File: src/rtl/muldiv_unit.sv
// Iterative RISC-V M-extension multiply/divide unit: one product or quotient bit per cycle,
// with a busy/done handshake for pipeline stalls and a branch-flush abort.
module muldiv_unit #(
  parameter int XLEN = 64,
  parameter int CW   = $clog2(XLEN) + 1
) (
  input  logic            clk,
  input  logic            reset,
  input  logic            start,
  input  logic [2:0]      op,
  input  logic [XLEN-1:0] a,
  input  logic [XLEN-1:0] b,
  input  logic [4:0]      rd_in,
  input  logic            flush,
  output logic            busy,
  output logic            done,
  output logic [XLEN-1:0] result,
  output logic [4:0]      rd_out
);
  typedef enum logic [1:0] {S_IDLE, S_CALC, S_FIX, S_DONE} state_t;

  state_t              r_state, w_state_next;
  logic [2:0]          r_op;
  logic [4:0]          r_rd;
  logic                r_sa, r_sb, r_b_zero, r_ovf;
  logic [XLEN-1:0]     r_a, r_b_mag;
  logic [2*XLEN-1:0]   r_acc;
  logic [CW-1:0]       r_cnt;
  logic [XLEN-1:0]     r_result;
  logic [4:0]          r_rd_out;

  logic                w_accept, w_a_signed, w_b_signed, w_sa, w_sb, w_ge;
  logic [XLEN:0]       w_sum, w_shift;
  logic [XLEN-1:0]     w_diff, w_quo, w_rem, w_fix;
  logic [2*XLEN-1:0]   w_acc_step, w_prod;

  assign w_accept   = (r_state == S_IDLE) && start && !flush;
  assign w_a_signed = !(op[0] && (op != 3'b001));
  assign w_b_signed = (op[2:1] == 2'b00) || (op[2] && !op[0]);
  assign w_sa       = w_a_signed && a[XLEN-1];
  assign w_sb       = w_b_signed && b[XLEN-1];

  // r_acc holds {high product, multiplier} for multiplies and {remainder, dividend/quotient} for divides
  assign w_sum   = {1'b0, r_acc[2*XLEN-1:XLEN]} + (r_acc[0] ? {1'b0, r_b_mag} : '0);
  assign w_shift = {r_acc[2*XLEN-1:XLEN], r_acc[XLEN-1]};
  assign w_ge    = w_shift >= {1'b0, r_b_mag};
  assign w_diff  = w_shift[XLEN-1:0] - r_b_mag;

  always_comb begin
    w_acc_step = {w_sum, r_acc[XLEN-1:1]};
    if (r_op[2]) begin
      w_acc_step = {(w_ge ? w_diff : w_shift[XLEN-1:0]), r_acc[XLEN-2:0], w_ge};
    end
  end

  assign w_prod = (r_sa ^ r_sb) ? -r_acc : r_acc;
  assign w_quo  = (r_sa ^ r_sb) ? -r_acc[XLEN-1:0] : r_acc[XLEN-1:0];
  assign w_rem  = r_sa ? -r_acc[2*XLEN-1:XLEN] : r_acc[2*XLEN-1:XLEN];

  always_comb begin
    w_fix = '0;
    if (!r_op[2]) begin
      w_fix = (r_op[1:0] == 2'b00) ? w_prod[XLEN-1:0] : w_prod[2*XLEN-1:XLEN];
    end else if (!r_op[1]) begin
      w_fix = r_b_zero ? '1 : (r_ovf ? r_a : w_quo);
    end else begin
      w_fix = r_b_zero ? r_a : (r_ovf ? '0 : w_rem);
    end
  end

  always_comb begin
    w_state_next = r_state;
    case (r_state)
      S_IDLE:  if (w_accept) w_state_next = S_CALC;
      S_CALC:  if (r_cnt == CW'(1)) w_state_next = S_FIX;
      S_FIX:   w_state_next = S_DONE;
      S_DONE:  w_state_next = S_IDLE;
      default: w_state_next = S_IDLE;
    endcase
    if (flush) w_state_next = S_IDLE;
  end

  always_ff @(posedge clk) begin
    if (!reset) r_state <= S_IDLE;
    else        r_state <= w_state_next;
  end

  always_ff @(posedge clk) begin
    if (!reset) begin
      r_op     <= '0;
      r_rd     <= '0;
      r_sa     <= 1'b0;
      r_sb     <= 1'b0;
      r_b_zero <= 1'b0;
      r_ovf    <= 1'b0;
      r_a      <= '0;
      r_b_mag  <= '0;
      r_acc    <= '0;
      r_cnt    <= '0;
      r_result <= '0;
      r_rd_out <= '0;
    end else begin
      if (w_accept) begin
        r_op     <= op;
        r_rd     <= rd_in;
        r_sa     <= w_sa;
        r_sb     <= w_sb;
        r_a      <= a;
        r_b_mag  <= w_sb ? -b : b;
        r_acc    <= {{XLEN{1'b0}}, (w_sa ? -a : a)};
        r_cnt    <= CW'(XLEN);
        r_b_zero <= (b == '0);
        r_ovf    <= op[2] && !op[0] && (a == {1'b1, {(XLEN-1){1'b0}}}) && (b == '1);
      end else if (r_state == S_CALC) begin
        r_acc <= w_acc_step;
        r_cnt <= r_cnt - 1'b1;
      end
      // A flush during FIX must leave the previously reported result untouched
      if (r_state == S_FIX && !flush) begin
        r_result <= w_fix;
        r_rd_out <= r_rd;
      end
    end
  end

  assign busy   = (r_state != S_IDLE);
  assign done   = (r_state == S_DONE);
  assign result = r_result;
  assign rd_out = r_rd_out;
endmodule

File: config.mk
export PLATFORM = sky130hd
export DESIGN_NAME = muldiv_unit
export DESIGN_NICKNAME = d
export VERILOG_FILES = /design/src/rtl/muldiv_unit.sv
export SDC_FILE = /design/constraint.sdc
export NUM_CORES = 2
export LEC_CHECK = 0
export ABC_AREA = 1
export BUFFER_PORTS_ARGS = -buffer_cell sky130_fd_sc_hd__buf_4
export CORE_UTILIZATION = 30
export CTS_CLUSTER_DIAMETER = 120
export CTS_CLUSTER_SIZE = 25
export DETAILED_ROUTE_END_ITERATION = 16
export GPL_TIMING_DRIVEN = 0
export PLACE_DENSITY = 0.46
export RECOVER_POWER = 25
export SLEW_MARGIN = 10
export SYNTH_ARGS = -nofsm -noshare
export SYNTH_HDL_FRONTEND = slang
export SYNTH_SLANG_ARGS = --single-unit
File: constraint.sdc
create_clock -name clk -period 5.31 [get_ports clk]
set_clock_uncertainty 0.05 [all_clocks]
set_input_delay 0.7965 -clock clk [delete_from_list [all_inputs] [get_ports clk]]
set_output_delay 0.7965 -clock clk [all_outputs]
set_load 0.02 [all_outputs]
==> metrics.txt <==
hold path cells 3; setup TNS 0 ns; minimum clock period just over 5 ns; Hold Path End r_rd[0]$_SDFFE_PN0P_; Syn Nets 7909; number of global-route vias before repair 50200; leading cell types by count after synthesis nand2_1 (2337), inv_1 (1181), nor2_1 (909); r2r setup slk 0.25 ns; WL final 330 mm; Nets 8150; CP cell instances clkbuf_2 > clkbuf_1 > nand2_1 > inv_1 > ha_1 > nand3_1 > nand2_1 > nand2_1 > nand2_1 > nand2_1 > nand2_1 > nand2_1 > nand2_1 > nor2_1 > o21ai_0 > nand3b_1 > nand2_1 > inv_1; First-pass DRT Iterations 7; sequential area share after synthesis 17.3%; DRC 0; # setup viols final 0; post-synthesis cell type count 52; DIE WIDTH 368 um; hold_sp rd_in[0]; Synth area leader nand2_1; initial antenna violation count 42; Post-synth ARST share 0%; DP Wirelength 277 mm; H-tree depth 1; VDD IR max ~0.32 mV; Net Sw Frac 57.4%; Yosys top cell area share 21.9%; average size of a mapped cell ~5.3 um^2; worst slew pin tran ~1.6 ns; via count 56900; Synth area leaders nand2_1 (22%), dfxtp_1 (17%), inv_1 (11%); Placer Congestion 1.14; Die Area between 100000 and 150000 um^2; Cell Area, Synth 40100 um^2; Layout area overhead 11.4%; CP Class reg -> reg; met1 usage 63.8%; Root Buffer clkbuf_16; Max Clk Rate 0.198 GHz; largest delay contributor family on the critical path simple AND/OR/NAND/NOR gates; Detailed Route Iter0 Violations 9440; All-Layer GR Usage 46.7%; core area ~130000 um^2; Hold WC Path Type in -> reg; port bufs 210; Post-synth EDFFs 0; Comb pwr share 54.0%; Max-cap violations 5; Relative slew margins -5.72%; TritonCTS buffer count 26; RSZ-0062 raised after global routing false; cells on worst reg2reg path 18; P_int 5370 uW; predominant post-synthesis flop cell dfxtp_1; drt via density around 6; LEAKAGE 0.0223 uW; Seq cells post-synth 346; Critical Path Sink Type flop; CTS max path bufs 3; Slew Limit Fails 43; total grt overflow 0; Crit path arrival time 5.65 ns; failing checks max-capacitance violations, max-slew violations; Tcrit/Tclk final 95.2%; Hold Buf Count CTS 0; Post-CTS Setup Repair Bufs 0; most common cell in the netlist nand2_1; GR met3 Demand/Resource 19.2%; layout cells sized above 1 around 3.8%; worst skew pair latency 0.72 ns; CP Max Fanout 10; Flop pwr share between 20% and 30%; Starting Density a little under a third; Crit path buffers/inverters 4; Hold Fails Final Rpt 0; GRT busiest layer met1; Clock power frac around a fifth; global routing usage on met2 63.2%; FF-to-FF Start r_acc[0]$_SDFFE_PN0P_; cells after synthesis 7628; cts repair resizes 0; CP most frequent cell nand2_1; Worst setup SP type flop; row count 133; status finished, violations left; final worst slack around 0.25 ns; CTS tree yes; Clock transition at path regs 0.11 ns; Vert. Die Dim 368 um; Worst path slowest cell clkbuf_1; first-pass GRT wire length 433 mm; PwrDens 282 nW/um^2; pre-CTS WS about 0.18 ns; post-route ant nets 0; Yosys Warn Count 0; mean routed wirelength per cell 34.2 um; TritonCTS Sinks 346; critical path data required time 5.91 ns; P_sw 7230 uW; IO Pins 211; slowest cell delay on critical path 0.67 ns; largest net degree at the start of global routing 26; reg-to-reg endpoint r_acc[82]$_SDFFE_PP0P_
-- cell type report --
| class | instances | area (um^2) |
|---|---|---|
| Antenna cell | 15 | 37.5 |
| Buffer | 285 | 1160 |
| Clock buffer | 28 | 678 |
| Clock inverter | 20 | 312 |
| Fill cell | 15900 | 87300 |
| Inverter | 1200 | 4500 |
| Multi-Input combinational cell | 5797 | 27500 |
| Sequential cell | 346 | 6930 |
| Tap cell | 1755 | 2200 |
| Timing Repair Buffer | 213 | 1340 |
-- power by group through the flow --
stage | logic [uW] | clock network, uW | registers (uW)
floorplan | 3590 | 0 | 3010
global placement | 6370 | 0 | 3300
global route | 7030 | 2570 | 3270
finish | 6810 | 2490 | 3300
detailed placement | 6360 | 0 | 3300
CTS | 6390 | 2490 | 3240
-- worst max-delay path by stage --
stage,startpoint,to,slack [ns],cells past startpoint
final,r_acc[0]$_SDFFE_PN0P_,r_acc[82]$_SDFFE_PP0P_,0.25,18
after global routing,r_acc[0]$_SDFFE_PN0P_,r_acc[110]$_SDFFE_PP0P_,0.31,19
after CTS,r_acc[0]$_SDFFE_PN0P_,r_acc[82]$_SDFFE_PP0P_,0.11,18
after detailed placement,r_acc[0]$_SDFFE_PN0P_,r_acc[82]$_SDFFE_PP0P_,0.18,18
after global placement,r_acc[0]$_SDFFE_PN0P_,r_acc[82]$_SDFFE_PP0P_,0.16,18
after floorplan,r_acc[0]$_SDFFE_PN0P_,r_acc[91]$_SDFFE_PP0P_,2.59,19
-- registers in the layout (all words and copies together), names as in the netlist --
signal,flops
r_acc,128
r_a,64
r_b_mag,64
result,64
r_cnt,7
r_rd,5
rd_out,5
r_op,3
r_state,2
r_b_zero,1
r_ovf,1
r_sa,1
r_sb,1
-- placed cells by master, fill, tap and decap left out, types with 41 or more instances in the layout --
master,count
nand2_1,2337
inv_1,1181
nor2_1,907
nand3_1,662
o21ai_0,508
a21oi_1,479
dfxtp_1,346
clkbuf_1,282
nand4_1,170
buf_4,141
ha_1,139
xor2_1,99
nor3_1,91
o211ai_1,65
nand3b_1,50
a31oi_1,41
-- worst reg2reg max path, cell delays in order (launching register included) --
cell,delay (ns)
dfxtp_1,0.37
clkbuf_2,0.47
clkbuf_1,0.67
nand2_1,0.12
inv_1,0.08
ha_1,0.23
nand3_1,0.10
nand2_1,0.43
nand2_1,0.10
nand2_1,0.50
nand2_1,0.11
nand2_1,0.44
nand2_1,0.10
nand2_1,0.29
nor2_1,0.08
o21ai_0,0.54
nand3b_1,0.21
nand2_1,0.06
inv_1,0.06
-- per-layer routing --
metal / wire length, um / vias up / part of all wire (%)
li1: - / 25000 / -
met1: 138000 / 27200 / 42
met2: 125000 / 4020 / 38
met3: 50100 / 632 / 15
met4: 16400 / 32 / 5.0
met5: 416 / - / 0.13
-- cell families (layout without fill, tap and decap cells) --
group	Yosys count	after routing	share of synthesized area (%)
and+or+nand+nor	4303	4303	44.8
buffers and inverters	1485	1746	14.1
AOI/OAI and AO/OA	1239	1239	16.9
DFF	346	346	17.3
adders and majority gates	141	141	4.44
xor gates and xnor gates	114	114	2.49
other	0	15	0
-- stage by stage --
step	std cells	hold WS [ns]	power [uW]	util (%)	cell area, um^2
after floorplan	7628	0.375	6600	-	40100
after global routing	9646	0.245	12900	33.8	44600
after detailed placement	9595	0.398	9660	33.3	43900
after global placement	9593	0.402	9670	33.2	43900
final	9659	0.233	12600	33.8	44700
after CTS	9643	0.217	12100	34.0	44900
No activity file was read; power rests on OpenSTA's default activity.
